## src/rtl/game_ctrl.sv

```systemverilog
// game_ctrl: top-level game sequencer for a single-screen arcade game.
//
// Tracks the game state (TITLE, PLAY, DEAD, CLEAR) and detects the start of
// each video frame. Collisions seen during a frame are latched and acted on
// at the next frame start. Counts deaths, enforces a minimum dead time before
// restart, and pulses a sprite reset whenever play begins.
//
// Parameters:
//   DEAD_FRAMES  frames that must pass in DEAD before a restart is accepted (1..255)
//   RESTART_BIT  index into keys of the restart key
//
// Ports:
//   clk           system/pixel clock
//   rst           asynchronous active-high reset
//   col, row      current scan position; (0,0) marks the frame start
//   keys          key levels, already synchronised to clk (1 = pressed)
//   is_kid        kid sprite covers the current pixel
//   is_apple_any  some apple covers the current pixel
//   is_goal       goal region covers the current pixel
//   state         0 TITLE, 1 PLAY, 2 DEAD, 3 CLEAR
//   freeze        1 while sprite motion is halted
//   sprite_rst    one-cycle pulse that returns sprites to their start positions
//   frame_tick    one-cycle pulse following the (0,0) sample
//   death_count   saturating death counter, cleared only by rst
module game_ctrl #(
  parameter int unsigned DEAD_FRAMES = 30,
  parameter int unsigned RESTART_BIT = 3
) (
  input  logic       clk,
  input  logic       rst,
  input  logic [9:0] col,
  input  logic [9:0] row,
  input  logic [3:0] keys,
  input  logic       is_kid,
  input  logic       is_apple_any,
  input  logic       is_goal,
  output logic [1:0] state,
  output logic       freeze,
  output logic       sprite_rst,
  output logic       frame_tick,
  output logic [7:0] death_count
);

  typedef enum logic [1:0] {
    StTitle = 2'd0,
    StPlay  = 2'd1,
    StDead  = 2'd2,
    StClear = 2'd3
  } state_e;

  localparam logic [7:0] DeadMax    = DEAD_FRAMES[7:0];
  localparam logic [1:0] RestartSel = RESTART_BIT[1:0];

  state_e     state_q;
  logic [3:0] keys_q;
  logic       hit_flag_q;
  logic       goal_flag_q;
  logic [7:0] dead_cnt_q;
  logic [7:0] death_count_q;
  logic       freeze_q;
  logic       sprite_rst_q;
  logic       frame_tick_q;

  logic       frame_start;
  logic [3:0] press;
  logic       hit_now;
  logic       goal_now;

  always_comb begin
    frame_start = (col == 10'd0) && (row == 10'd0);
    press       = keys & ~keys_q;
    hit_now     = (state_q == StPlay) && is_kid && is_apple_any;
    goal_now    = (state_q == StPlay) && is_kid && is_goal;
  end

  always_ff @(posedge clk or posedge rst) begin
    if (rst) begin
      state_q       <= StTitle;
      keys_q        <= 4'd0;
      hit_flag_q    <= 1'b0;
      goal_flag_q   <= 1'b0;
      dead_cnt_q    <= 8'd0;
      death_count_q <= 8'd0;
      freeze_q      <= 1'b1;
      sprite_rst_q  <= 1'b0;
      frame_tick_q  <= 1'b0;
    end else begin
      keys_q       <= keys;
      frame_tick_q <= frame_start;
      sprite_rst_q <= 1'b0;

      // Flags restart each frame; a collision in the (0,0) cycle belongs to
      // the new frame, so it is loaded rather than dropped.
      if (frame_start) begin
        hit_flag_q  <= hit_now;
        goal_flag_q <= goal_now;
      end else begin
        hit_flag_q  <= hit_flag_q | hit_now;
        goal_flag_q <= goal_flag_q | goal_now;
      end

      case (state_q)
        StTitle: begin
          if (|press) begin
            state_q      <= StPlay;
            freeze_q     <= 1'b0;
            sprite_rst_q <= 1'b1;
            hit_flag_q   <= 1'b0;
            goal_flag_q  <= 1'b0;
          end
        end
        StPlay: begin
          // Decisions use the flags latched over the previous frame only.
          if (frame_start) begin
            if (hit_flag_q) begin
              state_q    <= StDead;
              freeze_q   <= 1'b1;
              dead_cnt_q <= 8'd0;
              if (death_count_q != 8'hff) begin
                death_count_q <= death_count_q + 8'd1;
              end
            end else if (goal_flag_q) begin
              state_q  <= StClear;
              freeze_q <= 1'b1;
            end
          end
        end
        StDead: begin
          if (press[RestartSel] && (dead_cnt_q == DeadMax)) begin
            state_q      <= StPlay;
            freeze_q     <= 1'b0;
            sprite_rst_q <= 1'b1;
            hit_flag_q   <= 1'b0;
            goal_flag_q  <= 1'b0;
          end else if (frame_start && (dead_cnt_q != DeadMax)) begin
            dead_cnt_q <= dead_cnt_q + 8'd1;
          end
        end
        StClear: begin
          if (|press) begin
            state_q <= StTitle;
          end
        end
        default: begin
          state_q <= StTitle;
        end
      endcase
    end
  end

  assign state       = state_q;
  assign freeze      = freeze_q;
  assign sprite_rst  = sprite_rst_q;
  assign frame_tick  = frame_tick_q;
  assign death_count = death_count_q;

endmodule

```

## config.mk

```make
export PLATFORM = sky130hd
export DESIGN_NAME = game_ctrl
export DESIGN_NICKNAME = d
export VERILOG_FILES = /design/src/rtl/game_ctrl.sv
export SDC_FILE = /design/constraint.sdc
export NUM_CORES = 1
export LEC_CHECK = 0
export CAP_MARGIN = 30
export CORE_ASPECT_RATIO = 0.8
export CORE_MARGIN = 2
export CORE_UTILIZATION = 48
export CTS_CLUSTER_SIZE = 24
export DETAILED_ROUTE_END_ITERATION = 10
export GPL_TIMING_DRIVEN = 0
export PLACE_DENSITY = 0.82
export SLEW_MARGIN = 20
export SYNTH_ARGS = -nofsm -noshare
export SYNTH_HDL_FRONTEND = slang
export SYNTH_SLANG_ARGS = --single-unit
```

## constraint.sdc

```tcl
create_clock -name clk -period 2.3 [get_ports clk]
set_clock_uncertainty 0.2 [all_clocks]
set_input_delay 0.575 -clock clk [delete_from_list [all_inputs] [get_ports clk]]
set_output_delay 0.575 -clock clk [all_outputs]
set_load 0.01 [all_outputs]
```

# --- After elaboration in Yosys (flattened, before gate mapping) ---
# Cells that the tools add are included.
word_totals:
  reg_bits: 27
  latch_bits: 0
  mem_bits_rw: 0
  mem_bits_ro: 0
  input_bits: 29
  output_inout_bits: 13
  elab_cells: 74
  memories: 0
op_classes:
  add_sub_neg: 2
  multipliers: 0
  div: 0
  magnitude_cmp: 0
  n_eq_ne: 14
  shifts: 0
  mux: 29
  bitwise_logic: 4
  reduce_logical: 16
ops:
  columns: ["cell", "n"]
  rows:
  - ["$mux 8", 4]
  - ["$logic_not 10->1", 2]
  - ["$add 8x1->8 const B", 2]
  - ["$pmux 8 s2", 1]
  - ["$reduce_and 5->1", 3]
  - ["$ne 2x2->1 const B", 7]
  - ["$mux 1", 13]
  - ["$mux 2", 6]
  - ["$eq 8x5->1 const B", 1]
  - ["$ne 8x5->1 const B", 1]
  - ["$ne 8x8->1 const B", 1]
  - ["$pmux 2 s4", 1]
  - ["$logic_and 1x1->1", 6]
  - ["$pmux 1 s2", 3]
  - ["$and 4x4->4", 1]
  - ["$eq 2x2->1 const B", 2]
  - ["$not 4->4", 1]
  - ["$reduce_and 4->1", 1]
  - ["$reduce_or 4->1", 1]
  - ["$ne 3x3->1 const B", 1]
  - ["$pmux 1 s3", 1]
  - ["$reduce_bool 3->1", 1]
  - ["$eq 2x1->1 const B", 1]
  - ["$logic_not 2->1", 1]
  - ["other kinds (2)", 3]

# --- Depth between registers and ports, before layout ---
logic_depth:
  ltp_word: 7
  depth_mapped: 6
  mapped_depth_nobuf: 6

# --- Least setup slack after synthesis ---
# OpenSTA, ideal clock, no wires.
synth_timing:
  kind: "input-to-reg"
  start: "input port row[4]"
  end: "register dead_cnt_q[5]"
  setup_ns: 0.126
  arrival_ns: 1.716
  required_ns: 1.974
  slack_ns: 0.258
  path_stages: 4
  n_path_buf: 0
  cell_sequence: "nor4_4 -> nand2_4 -> a211o_4 -> a221o_1"
synth_between:
  elab_chain_cells: 5
  word_cells_on_any_way: 6
synth_lines:
  columns: ["element", "line", "text"]
  rows:
  - ["start: declaration", "32", "input logic [9:0] row,"]
  - ["$logic_not 10->1 *", "70", "frame_start = (col == 10'd0) && (row == 10'd0);"]
  - ["$logic_and 1x1->1 *", "70", null]
  - ["$logic_and 1x1->1", "135", "end else if (frame_start && (dead_cnt_q != DeadMax)) begin"]
  - ["$ne 2x2->1 (no source line)", null, null]
  - ["$reduce_and 5->1 (no source line) *", null, null]
  - ["end signal: assignment", "136", "dead_cnt_q <= dead_cnt_q + 8'd1;"]
  - ["end: declaration", "58", "logic [7:0] dead_cnt_q;"]
# Every way passes the cells marked *; elsewhere a longest branch is shown, timed or not.
# A chain may end at the register's enable or synchronous reset.

# --- Worst setup path after layout ---
layout_timing:
  start: "input port row[6]"
  end: "register dead_cnt_q[7]"
# The elaborated chain is that of the path after synthesis.

==> results.txt <==
Outcome: completed
Met1 WL: 1.62 mm
Max-cap viol count: 0
Cell Area, Synth: 1550 µm²
Power, Total: 856 µW
FMAX: 0.448 GHz
DR iter-0 viols: 61
Crit path from: row[6]
Die ar.: 3710 µm²
EDFF count, synth: 0
Netlist cell types: 44
Yosys top cell by area: dfrtp_1
RSZ-0062 raised after global routing: true
Req. time, crit path: 2.27 ns
Worst Setup Start Kind: input port
Ports: 42
Vias in the first global route: 1344
Final Net Count: 228
Mapped Nets: 175
Final Slew Violations: 0
Initial DRT Pass Iterations: 4
Clk buf depth: 2
Period minus WS final: 2.23 ns
Largest net degree at the start of global routing: 17
Synth cell count leaders: 26 x dfrtp_1, 9 x nand2_1, 7 x nand3_1, 7 x nor2_1, 7 x nor4_1
Antenna violations before repair: 0
Die width: 67.6 µm
Area contributors post-synth: dfrtp_1 42%, nor4_4 6.9%, mux2_2 3.6%
Clock root cell: clkbuf_8
Power Dens Cells: 398 nW/µm²
Setup TNS: 0 ns
Final Hold Violating Endpoints: 0
Share of cells above drive strength 1: 22.1%
Initial Utilization: 50.3%
Residual DRC count: 0
Clock sink count: 27
Number of cells after detailed placement: 225
Critical Path End: dead_cnt_q[7]
# setup viols final: 0
Worst Setup End Kind: register
Cells after Synth: 143
Post-CTS Hold Fix Bufs: 0
Gpl congestion: 0.748
Max layer used: met4
R2R setup slack: 0.17 ns
Tightest Pin Transition: 0.526 ns
VDD IR max: 0.000504 V
Hold WS: 0.286 ns
Port Buffers: 41
Most frequent cell after synthesis: dfrtp_1
Row Count: 18
Place WS: -0.363 ns
Sequential-to-total area share from yosys stat: 43.6%
Antenna Cells: 0
Ys Warns: 0
Clock transition at path regs: 0.10 ns
Total gr overflow: 0
Period utilisation layout: 97.0%
Num CTS Buffers: 3
DP HPWL: 2.79 mm
Setup CP Type: input port to register
CORE AREA: 3090 µm²
Asr flop ratio synth: 100%
First-pass GRT wire length: 5.82 mm
R2R depth: 6
Flops & latches, synth: 27
P&R area growth vs syn: 38.7%
Fillers: 225
Slew headroom: 64.9%
Arr. time, crit path: 2.20 ns
Worst Path Max Fanout: 8
Routed Antenna Nets: 0
Vias per cell: 5.66
Total GRT Usage: 21.4%
Die height: 54.9 µm
# H-tree levels: 1
Share of the synthesized area in the top cell type: 41.9%
Vias: 1331
Clk Latency, worst-skew pair: 0.28 ns
R2R Path Start: dead_cnt_q[0]
Setup slack after layout: 0.0695 ns
Mean post-synth cell area: 10.8 µm²
Min-delay worst type: register to register
Wirelength per Cell: 15.6 µm
Met3 Wirelength: 254 µm
R2r endpoint: dead_cnt_q[1]
Detail Route met2 WL: 1.78 mm
P_leak: 0.926 nW
CTS tree: yes
Routed wire length: 3.67 mm
Finished Layout Cells: 235
Main flop type after synthesis: dfrtp_1
==> cell usage in the layout, fill, tap and decap left out, types with 3 or more instances in the layout <==
cell type / synthesis / layout
inv_1: 5 / 5
and3_2: 5 / 5
buf_4: 1 / 7
dlymetal6s2s_1: 0 / 3
ha_1: 3 / 3
nor2b_1: 5 / 5
nand4_1: 5 / 5
xor2_1: 5 / 5
nor4_1: 7 / 6
o21ai_0: 4 / 4
a221o_1: 5 / 5
mux2_2: 5 / 4
dfrtp_1: 26 / 26
nor2_1: 7 / 7
nor4_4: 5 / 5
clkdlybuf4s50_1: 0 / 30
clkbuf_8: 0 / 3
nand3_1: 7 / 7
dlygate4sd2_1: 0 / 8
nand2_1: 9 / 9
nor3_1: 5 / 3
==> report_power, final <==
part,total [mW],internal (mW),switching (mW)
clock,0.275,0.123,0.152
combinational,0.0977,0.0539,0.0438
sequential,0.484,0.481,0.00214
total,0.856,0.658,0.198
==> state kept, by name, summed over array words and instances, names as in the netlist <==
signal and cells:
hit_flag_q 1, sprite_rst 1, goal_flag_q 1, freeze 1, frame_tick 1, dead_cnt_q 8, state 2, keys_q 4
death_count 8
==> cell families (layout without fill, tap and decap cells) <==
kind of cell / count (synthesis) / count (layout) / share of synthesized area, %
multiplexers: 5 / 5 / 3.63
XOR/XNOR: 5 / 5 / 2.82
flip-flops: 27 / 27 / 43.6
buffers and inverters: 7 / 59 / 2.02
adder cells (fa/ha/maj): 3 / 3 / 2.42
AND/OR/NAND/NOR: 71 / 71 / 32.3
AO/OA/AOI/OAI: 25 / 25 / 13.2
==> timing repair <==
action,in CTS,in global routing
endpoints found under the setup margin,7,18
buffers inserted,6,0
resized for setup,8,9
cloned,0,0
pin swaps,9,10
==> critical path, cell delays in order <==
cell,delay (ns)
clkdlybuf4s50_1,0.45
nor4_4,0.34
nand2_4,0.11
a211o_4,0.37
a221o_1,0.36
==> routing by layer <==
metal  global-route usage, %  vias to the layer above
met5                       0                        -
met4                    3.74                        0
met3                    5.35                        2
met2                    38.6                       43
met1                    26.5                      641
li1                        -                      645
==> worst min path at each step <==
stage,startpoint,to,slack (ns),cells past startpoint
finish,freeze,freeze,0.29,2
global route,freeze,freeze,0.32,2
CTS,freeze,freeze,0.29,2
detailed placement,freeze,freeze,0.28,2
global placement,freeze,freeze,0.26,2
floorplan,freeze,freeze,0.28,2
==> stage by stage <==
stage / instance area (µm²) / utilization (%)
after global routing: 2150 / 69.7
final: 2150 / 69.7
after CTS: 2110 / 68.4
after floorplan: 1550 / -
after global placement: 2010 / 65.2
after detailed placement: 2030 / 65.7
==> layout make-up <==
| type | count | area, µm² | share of cell area, % |
|---|---|---|---|
| multi-input cells | 109 | 877 | 40.8 |
| flip-flops and latches | 27 | 677 | 31.5 |
| repair buffers | 48 | 468 | 21.7 |
| well taps | 40 | 50.0 | 2.33 |
| clock buffers | 3 | 41.3 | 1.92 |
| inverters | 5 | 18.8 | 0.872 |
| plain buffers | 2 | 12.5 | 0.581 |
| clock inverters | 1 | 7.51 | 0.349 |
Power figures use the tool's default switching activity.
